**src/rtl/btn_cond_pkg.sv**
```systemverilog
// Shared types and default timing constants for the push-button conditioner.
// Exposes the per-channel FSM state encoding and debounce/hold/repeat defaults.
package btn_cond_pkg;

    typedef enum logic [1:0] {
        RELEASED     = 2'd0,
        PRESS_WAIT   = 2'd1,
        PRESSED      = 2'd2,
        RELEASE_WAIT = 2'd3
    } btn_state_e;

    // 10 ms debounce at 125 MHz
    localparam int DB_CYCLES_DEF     = 1_250_000;
    // 0.5 s before auto-repeat starts, then every 0.1 s
    localparam int HOLD_CYCLES_DEF   = 62_500_000;
    localparam int REPEAT_CYCLES_DEF = 12_500_000;

endpackage

```
**src/rtl/btn_debounce_ch.sv**
```systemverilog
// One button channel: 2-flop synchroniser, counter-based debounce FSM and
// registered level / press / release outputs.
// Ports: clk, reset (async active-low), btn_raw (async pin),
//        btn_level, btn_press, btn_release (registered).
// Optional auto-repeat of btn_press when BTN_COND_REPEAT_EN is defined.
module btn_debounce_ch
    import btn_cond_pkg::*;
#(
    parameter int DB_CYCLES     = DB_CYCLES_DEF
`ifdef BTN_COND_REPEAT_EN
    ,
    parameter int HOLD_CYCLES   = HOLD_CYCLES_DEF,
    parameter int REPEAT_CYCLES = REPEAT_CYCLES_DEF
`endif
) (
    input  logic clk,
    input  logic reset,
    input  logic btn_raw,
    output logic btn_level,
    output logic btn_press,
    output logic btn_release
);

    localparam int CNT_W = (DB_CYCLES > 2) ? $clog2(DB_CYCLES) : 1;
    localparam logic [CNT_W-1:0] CNT_MAX = CNT_W'(DB_CYCLES - 1);

    logic       sync1_q;
    logic       sync2_q;
    btn_state_e state_q, state_d;
    logic [CNT_W-1:0] cnt_q, cnt_d;
    logic level_q, level_d;
    logic press_q, press_d;
    logic release_q, release_d;
    logic rep_fire;

    always_ff @(posedge clk or negedge reset) begin
        if (!reset) begin
            sync1_q   <= 1'b0;
            sync2_q   <= 1'b0;
            state_q   <= RELEASED;
            cnt_q     <= '0;
            level_q   <= 1'b0;
            press_q   <= 1'b0;
            release_q <= 1'b0;
        end else begin
            sync1_q   <= btn_raw;
            sync2_q   <= sync1_q;
            state_q   <= state_d;
            cnt_q     <= cnt_d;
            level_q   <= level_d;
            press_q   <= press_d;
            release_q <= release_d;
        end
    end

    always_comb begin
        state_d = state_q;
        cnt_d   = cnt_q;
        unique case (state_q)
            RELEASED: begin
                if (sync2_q) begin
                    state_d = PRESS_WAIT;
                    cnt_d   = '0;
                end
            end
            PRESS_WAIT: begin
                if (!sync2_q) begin
                    state_d = RELEASED;
                end else if (cnt_q == CNT_MAX) begin
                    state_d = PRESSED;
                end else begin
                    cnt_d = cnt_q + 1'b1;
                end
            end
            PRESSED: begin
                if (!sync2_q) begin
                    state_d = RELEASE_WAIT;
                    cnt_d   = '0;
                end
            end
            RELEASE_WAIT: begin
                if (sync2_q) begin
                    state_d = PRESSED;
                end else if (cnt_q == CNT_MAX) begin
                    state_d = RELEASED;
                end else begin
                    cnt_d = cnt_q + 1'b1;
                end
            end
        endcase
    end

    // Outputs are a registered view of the FSM: edges of the held level
    // (PRESSED or RELEASE_WAIT) against level_q give the one-cycle pulses.
    // A RELEASE_WAIT->PRESSED bounce keeps the level high, so no pulse.
    always_comb begin
        level_d   = (state_q == PRESSED) || (state_q == RELEASE_WAIT);
        press_d   = ((state_q == PRESSED) && !level_q) || rep_fire;
        release_d = (state_q == RELEASED) && level_q;
    end

`ifdef BTN_COND_REPEAT_EN
    localparam int HOLD_W = $clog2(HOLD_CYCLES + 1);
    localparam logic [HOLD_W-1:0] HOLD_MAX = HOLD_W'(HOLD_CYCLES);
    // Reloading to HOLD-REPEAT+1 makes the next fire REPEAT cycles later.
    localparam logic [HOLD_W-1:0] HOLD_RLD =
        HOLD_W'(HOLD_CYCLES - REPEAT_CYCLES + 1);

    logic [HOLD_W-1:0] hold_q, hold_d;

    always_ff @(posedge clk or negedge reset) begin
        if (!reset) begin
            hold_q <= '0;
        end else begin
            hold_q <= hold_d;
        end
    end

    always_comb begin
        hold_d   = '0;
        rep_fire = 1'b0;
        if (state_q == PRESSED) begin
            if (hold_q == HOLD_MAX) begin
                rep_fire = 1'b1;
                hold_d   = HOLD_RLD;
            end else begin
                hold_d = hold_q + 1'b1;
            end
        end
    end
`else
    assign rep_fire = 1'b0;
`endif

    assign btn_level   = level_q;
    assign btn_press   = press_q;
    assign btn_release = release_q;

endmodule

```
**src/rtl/btn_conditioner.sv**
```systemverilog
// Conditions NUM_BTN raw push-buttons into clean level / press / release.
// Ports: clk, reset (async active-low, board POR), btn_raw[NUM_BTN],
//        btn_level, btn_press, btn_release [NUM_BTN]. Macro: BTN_COND_REPEAT_EN.
module btn_conditioner
    import btn_cond_pkg::*;
#(
    parameter int NUM_BTN       = 2,
    parameter int DB_CYCLES     = DB_CYCLES_DEF
`ifdef BTN_COND_REPEAT_EN
    ,
    parameter int HOLD_CYCLES   = HOLD_CYCLES_DEF,
    parameter int REPEAT_CYCLES = REPEAT_CYCLES_DEF
`endif
) (
    input  logic               clk,
    input  logic               reset,
    input  logic [NUM_BTN-1:0] btn_raw,
    output logic [NUM_BTN-1:0] btn_level,
    output logic [NUM_BTN-1:0] btn_press,
    output logic [NUM_BTN-1:0] btn_release
);

    for (genvar i = 0; i < NUM_BTN; i++) begin : g_ch
        btn_debounce_ch #(
            .DB_CYCLES     (DB_CYCLES)
`ifdef BTN_COND_REPEAT_EN
            ,
            .HOLD_CYCLES   (HOLD_CYCLES),
            .REPEAT_CYCLES (REPEAT_CYCLES)
`endif
        ) u_ch (
            .clk         (clk),
            .reset       (reset),
            .btn_raw     (btn_raw[i]),
            .btn_level   (btn_level[i]),
            .btn_press   (btn_press[i]),
            .btn_release (btn_release[i])
        );
    end

endmodule

```
**config.mk**
```make
export PLATFORM = sky130hd
export DESIGN_NAME = btn_conditioner
export DESIGN_NICKNAME = d
export VERILOG_FILES = /design/src/rtl/btn_cond_pkg.sv /design/src/rtl/btn_debounce_ch.sv /design/src/rtl/btn_conditioner.sv
export SDC_FILE = /design/constraint.sdc
export NUM_CORES = 1
export LEC_CHECK = 0
export CORE_MARGIN = 2
export CORE_UTILIZATION = 50
export DETAILED_ROUTE_END_ITERATION = 7
export DONT_BUFFER_PORTS = 1
export SKIP_CTS_REPAIR_TIMING = 1
export SLEW_MARGIN = 25
export SYNTH_ARGS = -nofsm -noshare
export SYNTH_HDL_FRONTEND = slang
export SYNTH_SLANG_ARGS = --single-unit
```
**constraint.sdc**
```tcl
create_clock -name clk -period 3.27 [get_ports clk]
set_clock_uncertainty 0.15 [all_clocks]
set_input_delay 0.8175 -clock clk [delete_from_list [all_inputs] [get_ports clk]]
set_output_delay 0.8175 -clock clk [all_outputs]
set_load 0.005 [all_outputs]
```
==> flow_metrics.py, run 1 <==
metrics = {
    "grt": {
        "gr-max-usage-layer": "met1",
        "gr-usage-all-layers": 0.213,
        "first_global_vias": 2093,
        "grt_use_met2": 0.284,
        "grt_overflow": 0,
        "grt_start_max_net_pins": 57,
        "grt.met1_usage": 0.347,
        "grt_antenna_before_repair": 0,
        "wire_length_of_the_first_global_routing_pass_mm": 10.9,
        "global_route.usage.met3": 0.0330,
    },
    "placement": {
        "gp_weighted_congestion": 0.846,
        "port_buffers": 0,
        "place.detailed.hpwl_mm": 4.43,
    },
    "worst_setup_path": {
        "biggest_fanout_along_the_worst_timing_path": 9,
        "start_kind": "flop",
        "crit_required_ns": 3.33,
        "crit_path_top_delay_cell": "or4_4",
        "path_cells": "or4b_1 > or4_4 > nor2_8 > nor4_1 > a221o_1",
        "critical-path-max-stage-delay_ns": 0.59,
        "cp-end-kind": "flop",
        "criticalPathCategory": "flop to flop",
        "critPathArrivalTime_ns": 2.47,
    },
    "sta": {
        "post-route-period-util": 0.737,
        "fmax_mhz": 415,
        "finalHoldWorstSlack_ns": 0.0272,
        "timing.setup.tns_ns": 0,
        "finalWorstPathRequiredPeriod_ns": 2.41,
        "max-slew-margin-rel": 0.388,
        "grt_setup_unrepaired": "no",
        "setup_viol": 0,
        "number_of_hold_violations_in_the_final_report": 0,
        "tightest_slew_ns": 0.910,
        "timing.final.max_slew_violations": 0,
    },
    "routing": {
        "drc_errors": 0,
        "initialDrtViolationCount": 216,
        "routed_via_density": 6.13,
        "drtAntennaViolNets": 0,
        "dr_total_vias": 2401,
        "detailedRoute.firstPassIterationCount": 4,
        "routed_wire_length_per_instance_um": 16.7,
        "finalWirelength_mm": 6.57,
    },
    "finish": {
        "num_antenna_cells": 0,
        "layout.cells.most_common_list": "56 x dfrtp_1, 46 x nand2_1, 22 x o21ai_0",
        "nets": 322,
        "post_route_cells_drive_above_1_share": 0.0757,
        "area.growth.synth_to_final_pct": 3.49,
        "final_common_cell": "dfrtp_1",
    },
    "clocking": {
        "clk-insertion-delay-late_ns": 0.32,
        "cts_tree": "done",
        "ctsLongestPathBuffers": 2,
        "clock_tree.root_cell": "clkbuf_8",
        "clock_sinks": 56,
        "clk_pin_slew_ns": 0.11,
        "cts-buffers-inserted": 5,
        "htreeDepth": 2,
    },
    "floorplanning": {
        "fp-row-count": 28,
        "die_outline_area_mm2": 0.00667,
        "top_level_ports": 10,
        "die_y_um": 81.7,
        "floorplan.die.width_um": 81.7,
        "initial_utilization": 0.512,
        "core_area_mm2": 0.00589,
    },
    "logic_synthesis": {
        "syn_inst": 329,
        "postSynthNetCount": 335,
        "synthDistinctLibCells": 46,
        "synthArstFlopShare": 1.00,
        "synthesis_stage_register_bit_count": 56,
        "synth_edf_count": 0,
        "synth-warning-count": 0,
        "synth_seq_area_share": 0.465,
        "primary_ff_master_synth": "dfrtp_1",
        "netlist_area_mm2": 0.00302,
        "syn_avg_cell_area_um2": 9.17,
    },
    "job": {
        "cap_viol_max_count": 0,
    },
    "power": {
        "total_leakage_power_nw": 1.34,
        "ir_drop_worst_case_vdd_uv": 221,
        "power_density_mw_per_mm2": 388,
    },
    "worst_hold_path": {
        "timing.hold.worst.class": "primary input to asynchronous set/reset pin",
    },
    "run_status": {
        "status": "complete, no violations",
    },
}
-- through the flow --
stage	setup slack, ns	cell area [um^2]	std cells	utilization	power (mW)
detailed placement	0.841	3020	384	0.514	0.813
global route	0.741	3120	392	0.530	1.26
CTS	0.850	3120	392	0.530	1.22
global placement	0.866	3020	384	0.514	0.812
floorplan	0.936	3020	329	-	0.792
finish	0.861	3120	392	0.530	1.21
-- worst max-delay path: cells and delay by family (launching register included) --
kind	cells	cell delay, ns
flip-flops	1	0.45
AND/OR/NAND/NOR	4	1.39
AO/OA/AOI/OAI	1	0.33
-- path summary, 6_finish.rpt --
path | start | to | slack (ns) | cells after the start
setup / recovery | g_ch[0].u_ch.cnt_q[13]$_DFFE_PN0P_ | g_ch[0].u_ch.cnt_q[14]$_DFFE_PN0P_ | 0.86 | 5
hold / removal | reset | g_ch[0].u_ch.state_q[0]$_DFFE_PN0P_ | 0.03 | 0
setup reg to reg | g_ch[0].u_ch.cnt_q[13]$_DFFE_PN0P_ | g_ch[0].u_ch.cnt_q[14]$_DFFE_PN0P_ | 0.86 | 5
hold reg to reg | g_ch[1].u_ch.sync1_q$_DFF_PN0_ | g_ch[1].u_ch.sync2_q$_DFF_PN0_ | 0.22 | 0
max in group asynchronous | reset | g_ch[1].u_ch.sync1_q$_DFF_PN0_ | 2.84 | 0
min in group clk | g_ch[1].u_ch.sync1_q$_DFF_PN0_ | g_ch[1].u_ch.sync2_q$_DFF_PN0_ | 0.22 | 0
-- state kept, by name, summed over array words and instances, names as in the netlist, named ones only --
name,flops
g_ch.u_ch.cnt_q,42
g_ch.u_ch.btn_level,2
g_ch.u_ch.btn_press,2
g_ch.u_ch.btn_release,2
g_ch.u_ch.state_q,2
g_ch.u_ch.sync1_q,2
g_ch.u_ch.sync2_q,2
-- synthesized netlist by cell type (2+ instances only) --
cell / count / share of area
o21ai_0: 22 / 0.037
o311ai_0: 2 / 0.0058
inv_1: 4 / 0.0050
o211ai_1: 2 / 0.0050
or4_1: 5 / 0.012
nand4_1: 13 / 0.027
or2_2: 2 / 0.0041
ha_1: 2 / 0.0083
and4_1: 3 / 0.0087
nor4_1: 5 / 0.010
buf_4: 7 / 0.017
o311a_1: 2 / 0.0066
nand3_1: 14 / 0.023
a21o_1: 2 / 0.0050
xnor2_1: 4 / 0.012
a221o_1: 3 / 0.010
a31o_2: 3 / 0.0087
mux2i_1: 9 / 0.030
nor3_1: 15 / 0.025
a22o_1: 5 / 0.015
xor2_1: 2 / 0.0058
nand2b_1: 3 / 0.0062
nand2_1: 46 / 0.057
or3_1: 7 / 0.015
nor4b_1: 2 / 0.0058
nor2_1: 17 / 0.021
a31oi_1: 6 / 0.012
clkbuf_1: 14 / 0.017
nor3b_1: 6 / 0.015
mux2_2: 3 / 0.011
and3_1: 10 / 0.021
a21oi_1: 19 / 0.032
or4b_1: 2 / 0.0066
dfrtp_1: 56 / 0.46
-- cell families after synthesis --
logic type,Yosys count,synth area share
xor gates and xnor gates,6,0.0174
buffers and inverters,28,0.0444
DFF,56,0.465
adders and majority gates,2,0.00830
muxes,12,0.0411
and+or+nand+nor,154,0.273
AOI/OAI and AO/OA,71,0.151
-- power breakdown --
group	total, mW	internal [mW]	leakage, nW	switching [mW]
logic	0.0669	0.0241	0.526	0.0428
clock network	0.409	0.174	0.0516	0.235
registers	0.734	0.708	0.764	0.0259
total	1.21	0.906	1.34	0.303
-- final cells by class --
cell class	instances	area, um^2
fillers	556	2770
multi-input cells	245	1490
flip-flops and latches	56	1400
well taps	75	93.8
clock buffers	6	82.6
repair buffers	3	22.5
inverters	5	18.8
clock inverters	2	13.8
-- per-layer routing --
metal,routed length [um],vias to the layer above
met3,293,4
li1,-,1181
met5,0,-
met4,55,0
met2,2680,54
met1,3530,1162
No activity file was read; power rests on OpenSTA's default activity.
==> run 2, diff against run 1 <==
--- a/config.mk
+++ b/config.mk
@@ -9,6 +9,7 @@
 export CORE_UTILIZATION = 50
 export DETAILED_ROUTE_END_ITERATION = 7
 export DONT_BUFFER_PORTS = 1
+export PLACE_DENSITY = 0.68
 export SKIP_CTS_REPAIR_TIMING = 1
 export SLEW_MARGIN = 25
 export SYNTH_ARGS = -nofsm -noshare
==> constraint.sdc (replaced) <==
create_clock -name clk -period 2.05 [get_ports clk]
set_clock_uncertainty 0.15 [all_clocks]
set_input_delay 0.5125 -clock clk [delete_from_list [all_inputs] [get_ports clk]]
set_output_delay 0.5125 -clock clk [all_outputs]
set_load 0.005 [all_outputs]
==> run 2 against run 1 <==
Compared with the run above: the flow now finishes with violations (setup timing); fmax rose by 4.8%; register-to-register slack got worse by 1.1 ns; clock-buffer cell count fell by 1; die area did not move; global-route usage rose by 0.48 points; critical path depth did not move; via count rose by 7.9%; non-clock buffer count rose by 52; clock power rose by 78%; largest power group unchanged; highest routed layer unchanged.
==> flow_metrics.py, run 2 (synthesis gave the netlist of run 1 again) <==
metrics = {
    "job": {
        "cap_viol_max_count": 0,
    },
    "floorplanning": {
        "die_y_um": 81.7,
        "top_level_ports": 10,
        "fp-row-count": 28,
        "initial_utilization": 0.512,
        "die_outline_area_mm2": 0.00667,
        "core_area_mm2": 0.00589,
        "floorplan.die.width_um": 81.7,
    },
    "worst_setup_path": {
        "critPathArrivalTime_ns": 2.34,
        "biggest_fanout_along_the_worst_timing_path": 5,
        "timing.rr.start": "g_ch[0].u_ch.cnt_q[5]$_DFFE_PN0P_",
        "reg2reg_setup_slack_ns": -0.25,
        "crit_required_ns": 2.09,
        "start_kind": "flop",
        "cp-end-kind": "flop",
        "criticalPathCategory": "flop to flop",
        "worstReg2RegEnd": "g_ch[0].u_ch.cnt_q[14]$_DFFE_PN0P_",
        "worstRegToRegCells": 5,
    },
    "sta": {
        "number_of_hold_violations_in_the_final_report": 0,
        "setup_viol": 10,
        "max-slew-margin-rel": 0.750,
        "finalHoldWorstSlack_ns": 0.0711,
        "fmax_mhz": 435,
        "grt_setup_unrepaired": "yes",
        "timing.final.max_slew_violations": 0,
        "final.setup.worst_slack_ns": -0.248,
        "tightest_slew_ns": 0.372,
        "post-route-period-util": 1.12,
        "finalWorstPathRequiredPeriod_ns": 2.30,
    },
    "worst_hold_path": {
        "worst_hold_path.endpoint": "g_ch[1].u_ch.sync1_q$_DFF_PN0_",
        "timing.hold.worst.class": "primary input to flop",
        "hp-start": "btn_raw[1]",
        "hold_path_depth": 0,
    },
    "routing": {
        "finalWirelength_mm": 6.89,
        "initialDrtViolationCount": 154,
        "drtAntennaViolNets": 0,
        "dr_total_vias": 2591,
        "detailedRoute.firstPassIterationCount": 4,
        "drc_errors": 0,
        "routed_wire_length_per_instance_um": 15.5,
        "routed_via_density": 5.82,
    },
    "clocking": {
        "clk_pin_slew_ns": 0.11,
        "clock_tree.root_cell": "clkbuf_8",
        "cts_tree": "done",
        "clk-insertion-delay-late_ns": 0.31,
        "ctsLongestPathBuffers": 2,
        "cts-buffers-inserted": 5,
        "clock_sinks": 56,
        "htreeDepth": 2,
    },
    "grt": {
        "grt_antenna_before_repair": 0,
        "gr-usage-all-layers": 0.218,
        "grt_overflow": 0,
        "wire_length_of_the_first_global_routing_pass_mm": 11.2,
        "grt_start_max_net_pins": 57,
        "first_global_vias": 2401,
    },
    "finish": {
        "area.growth.synth_to_final_pct": 21.3,
        "largest_register_ffs": 42,
        "fin_cells": 445,
        "final_common_cell": "dfrtp_1",
        "num_antenna_cells": 0,
        "registers.top_by_ff_count": "g_ch.u_ch.cnt_q",
        "nets": 375,
        "layout.cells.most_common_list": "55 x dfrtp_1, 50 x buf_4, 45 x nand2_1",
        "post_route_cells_drive_above_1_share": 0.241,
    },
    "placement": {
        "port_buffers": 0,
        "gp_weighted_congestion": 0.835,
        "dpl.cell_count": 430,
        "place.detailed.hpwl_mm": 4.83,
    },
    "power": {
        "ir_drop_worst_case_vdd_uv": 419,
        "total_leakage_power_nw": 1.64,
        "power_density_mw_per_mm2": 575,
    },
    "run_status": {
        "status": "finished with violations",
        "violations": "setup timing",
    },
}
==> run 2: cell count changes in the layout (fill, tap and decap cells not counted), sizes merged <==
| cell | previous run | this run |
|---|---|---|
| buf | 3 | 54 |
| dlygate4sd3 | 0 | 1 |
| bufinv | 0 | 1 |
| clkbuf | 6 | 5 |
| inv | 6 | 5 |
| nor2 | 18 | 19 |
| clkinvlp | 0 | 1 |
==> run 2: area by class of cell <==
type / count / area [um^2]
timing repair buffer: 55 / 464
tap: 75 / 93.8
sequential: 56 / 1400
clock inverter: 3 / 42.5
fill: 498 / 2230
inverter: 5 / 21.3
multi-input combinational: 246 / 1560
clock buffer: 5 / 68.8
==> run 2: routing by layer <==
metal	wire, um	track usage	vias to the layer above
met5	0	0	-
met1	3050	0.260	1271
met3	121	0.0385	2
li1	-	-	1294
met4	26	0.0583	0
met2	3700	0.402	24
==> run 2: critical path, cell delays in order, from the launching register on <==
cell     delay (ns)
dfrtp_1        0.39
or4b_4         0.54
or4_4          0.60
nor2_8         0.16
nor4_1         0.07
a221o_1        0.29
==> run 2: through the flow <==
stage / TNS (ns) / power (mW) / instance area, um^2 / setup slack, ns / util
after floorplan: -0.930 / 1.27 / 3040 / -0.190 / -
after global placement: -1.31 / 1.34 / 3410 / -0.221 / 0.579
after detailed placement: -1.73 / 1.34 / 3410 / -0.266 / 0.579
after CTS: -1.96 / 2.07 / 3520 / -0.285 / 0.598
after global routing: -2.30 / 2.19 / 3660 / -0.324 / 0.621
final: -1.67 / 2.10 / 3660 / -0.248 / 0.621
==> run 2: report_power, final <==
part	internal [mW]	total [mW]	switching (mW)	leakage, nW
logic	0.0950	0.219	0.124	0.825
clock network	0.362	0.730	0.368	0.0541
registers	1.13	1.15	0.0234	0.762
==> run 2: worst max-delay path by stage <==
stage / from / endpoint / slack [ns] / cells after the start
6_report: g_ch[0].u_ch.cnt_q[5]$_DFFE_PN0P_ / g_ch[0].u_ch.cnt_q[14]$_DFFE_PN0P_ / -0.25 / 5
5_1_grt: g_ch[0].u_ch.cnt_q[5]$_DFFE_PN0P_ / g_ch[0].u_ch.cnt_q[14]$_DFFE_PN0P_ / -0.32 / 5
4_1_cts: g_ch[0].u_ch.cnt_q[8]$_DFFE_PN0P_ / g_ch[0].u_ch.cnt_q[14]$_DFFE_PN0P_ / -0.28 / 5
3_5_place_dp: g_ch[0].u_ch.cnt_q[8]$_DFFE_PN0P_ / g_ch[0].u_ch.cnt_q[14]$_DFFE_PN0P_ / -0.27 / 5
3_3_place_gp: g_ch[0].u_ch.cnt_q[8]$_DFFE_PN0P_ / g_ch[0].u_ch.cnt_q[14]$_DFFE_PN0P_ / -0.22 / 5
2_1_floorplan: g_ch[0].u_ch.cnt_q[8]$_DFFE_PN0P_ / g_ch[0].u_ch.cnt_q[14]$_DFFE_PN0P_ / -0.19 / 5
==> run 3, diff against run 2 <==
--- a/config.mk
+++ b/config.mk
@@ -14,4 +14,5 @@
 export SLEW_MARGIN = 25
 export SYNTH_ARGS = -nofsm -noshare
 export SYNTH_HDL_FRONTEND = slang
+export SYNTH_HIERARCHICAL = 1
 export SYNTH_SLANG_ARGS = --single-unit
==> run 3 against run 2 <==
Compared with the run above: the flow now finishes without violations; core utilization decreased by 1.2 points; cell count increased by 2.7%; sequential cell count unchanged; largest cell class unchanged; highest routed layer unchanged.
==> flow_metrics.py, run 3 <==
metrics = {
    "run_status": {
        "status": "complete, no violations",
    },
    "finish": {
        "final_area_mm2": 0.00382,
        "final_common_cell": "dfrtp_1",
        "largest_register_ffs": 42,
        "nets": 386,
        "registers.top_by_ff_count": "g_ch.u_ch/cnt_q",
        "post_route_cells_drive_above_1_share": 0.229,
        "area.growth.synth_to_final_pct": 19.2,
        "num_antenna_cells": 0,
        "layout.cells.most_common_list": "56 x dfrtp_1, 53 x buf_4, 32 x nand3_1",
    },
    "worst_setup_path": {
        "worstRegToRegCells": 5,
        "cp-end-kind": "flop",
        "critPathArrivalTime_ns": 2.07,
        "reg2reg_setup_slack_ns": 0.01,
        "crit_required_ns": 2.08,
        "criticalPathCategory": "flop to flop",
        "timing.rr.start": "g_ch[0].u_ch/cnt_q[19]$_DFFE_PN0P_",
        "biggest_fanout_along_the_worst_timing_path": 6,
        "worstReg2RegEnd": "g_ch[0].u_ch/cnt_q[1]$_DFFE_PN0P_",
        "start_kind": "flop",
    },
    "logic_synthesis": {
        "synth-warning-count": 6,
        "syn_avg_cell_area_um2": 9.44,
        "synth_most_common_cell": "dfrtp_1",
        "synth_edf_count": 0,
        "primary_ff_master_synth": "dfrtp_1",
        "synth.top_cells.by_area": "dfrtp_1 44%, nand3_1 5.0%, nand4_1 3.1%",
        "syn_inst": 340,
        "synthDistinctLibCells": 43,
        "yosys.area.top_type_share": 0.437,
        "synthesis_stage_register_bit_count": 56,
        "postSynthNetCount": 346,
        "synthArstFlopShare": 1.00,
        "synth_seq_area_share": 0.437,
        "netlist_top_cells_count": "56 x dfrtp_1, 32 x nand3_1, 24 x nand2_1, 20 x clkbuf_1, 18 x a21oi_1",
        "netlist_area_mm2": 0.00321,
        "synth_largest_area_cell": "dfrtp_1",
    },
    "clocking": {
        "htreeDepth": 2,
        "clock_sinks": 56,
        "clk-insertion-delay-late_ns": 0.30,
        "cts-buffers-inserted": 5,
        "ctsLongestPathBuffers": 2,
        "clock_tree.root_cell": "clkbuf_8",
        "clk_pin_slew_ns": 0.10,
        "cts_tree": "done",
    },
    "routing": {
        "drtAntennaViolNets": 0,
        "detailedRoute.firstPassIterationCount": 5,
        "routed_via_density": 6.28,
        "drc_errors": 0,
        "finalWirelength_mm": 7.58,
        "dr_total_vias": 2872,
        "routed_wire_length_per_instance_um": 16.6,
        "initialDrtViolationCount": 228,
    },
    "floorplanning": {
        "core_area_mm2": 0.00628,
        "initial_utilization": 0.511,
        "top_level_ports": 10,
        "floorplan.die.width_um": 84.1,
        "fp-row-count": 29,
        "die_outline_area_mm2": 0.00707,
        "die_y_um": 84.1,
    },
    "sta": {
        "post-route-period-util": 0.995,
        "fmax_mhz": 490,
        "finalWorstPathRequiredPeriod_ns": 2.04,
        "grt_setup_unrepaired": "yes",
        "setup_viol": 0,
        "final.setup.worst_slack_ns": 0.0106,
        "timing.final.max_slew_violations": 0,
        "number_of_hold_violations_in_the_final_report": 0,
        "tightest_slew_ns": 0.480,
        "max-slew-margin-rel": 0.678,
    },
    "grt": {
        "grt_start_max_net_pins": 57,
        "gr-usage-all-layers": 0.226,
        "grt_antenna_before_repair": 0,
        "grt_overflow": 0,
        "wire_length_of_the_first_global_routing_pass_mm": 13.2,
        "first_global_vias": 2722,
    },
    "worst_hold_path": {
        "hp-start": "btn_raw[0]",
        "hold_path_depth": 0,
        "worst_hold_path.endpoint": "g_ch[0].u_ch/sync1_q$_DFF_PN0_",
        "timing.hold.worst.class": "primary input to flop",
    },
    "placement": {
        "gp_weighted_congestion": 0.874,
        "place.detailed.hpwl_mm": 5.28,
        "standard_cell_area_after_detailed_placement_mm2": 0.00360,
        "detailedPlace.worstSlack_ns": 0.00586,
        "port_buffers": 0,
    },
    "power": {
        "ir_drop_worst_case_vdd_uv": 428,
        "total_leakage_power_nw": 1.63,
        "power_density_mw_per_mm2": 560,
    },
    "job": {
        "cap_viol_max_count": 0,
    },
}
-- run 3: cell count changes after synthesis, sizes merged, moves of 4 or more --
cell,change
and2,+5
o31ai,+8
nor2,-4
or4b,+4
nand3,+20
buf,-6
clkbuf,+5
a211oi,+10
o21ai,-8
nand2,-22
o211ai,+4
-- run 3: cell type report --
type / count / area [um^2]
clock buffer: 5 / 68.8
clock inverter: 2 / 60.1
fill: 534 / 2450
inverter: 8 / 30.0
multi-input combinational: 254 / 1730
sequential: 56 / 1400
tap: 77 / 96.3
timing repair buffer: 55 / 435
-- run 3: worst max-delay path by stage --
| stage | slack, ns | cells after the start | from | endpoint |
|---|---|---|---|---|
| 6_report | 0.01 | 5 | g_ch[0].u_ch/cnt_q[19]$_DFFE_PN0P_ | g_ch[0].u_ch/cnt_q[1]$_DFFE_PN0P_ |
| 5_1_grt | -0.07 | 5 | g_ch[0].u_ch/cnt_q[19]$_DFFE_PN0P_ | g_ch[0].u_ch/cnt_q[1]$_DFFE_PN0P_ |
| 4_1_cts | -0.02 | 5 | g_ch[1].u_ch/cnt_q[13]$_DFFE_PN0P_ | flop |
| 3_5_place_dp | 0.006 | 5 | g_ch[1].u_ch/cnt_q[13]$_DFFE_PN0P_ | flop |
| 3_3_place_gp | 0.01 | 5 | g_ch[1].u_ch/cnt_q[13]$_DFFE_PN0P_ | flop |
| 2_1_floorplan | 0.0005 | 5 | g_ch[0].u_ch/cnt_q[8]$_DFFE_PN0P_ | flop |
-- run 3: where the power goes --
| part | total [mW] | internal, mW | switching (mW) | leakage, nW |
|---|---|---|---|---|
| combinational | 0.175 | 0.0646 | 0.111 | 0.803 |
| sequential | 1.14 | 1.12 | 0.0175 | 0.764 |
| clock | 0.823 | 0.481 | 0.342 | 0.0642 |
| total | 2.14 | 1.67 | 0.470 | 1.63 |
-- run 3: cells by family (layout without fill, tap and decap cells) --
family	after synthesis	count (layout)	synth area share
buffers and inverters	30	70	0.0398
AND/OR/NAND/NOR	148	148	0.269
AO/OA/AOI/OAI	90	90	0.201
flip-flops	56	56	0.437
XOR/XNOR	4	4	0.0109
adder cells (fa/ha/maj)	2	2	0.00780
multiplexers	10	10	0.0343
-- run 3: critical path, cell delays in order, from the launching register on --
cell and delay, ns:
dfrtp_1 0.39, or4b_4 0.56, nor4_4 0.36, buf_4 0.21, and2_4 0.16, o211ai_1 0.08
-- run 3: through the flow --
stage,hold slack (ns),power [mW],TNS (ns),std cells,util
2_1_floorplan,0.0669,1.24,0,340,-
3_5_place_dp,0.0692,1.31,0,446,0.574
3_3_place_gp,0.0695,1.30,0,446,0.574
5_1_grt,0.0626,2.23,-0.390,457,0.609
4_1_cts,-0.268,2.14,-0.0178,453,0.595
6_report,0.0833,2.14,0,457,0.609
-- run 3: layer usage --
metal	part of all wire	global-route usage	vias to the layer above
li1	-	-	1401
met3	0.053	0.0396	2
met2	0.48	0.345	75
met4	0.0020	0.0528	0
met5	0	0	-
met1	0.46	0.339	1394
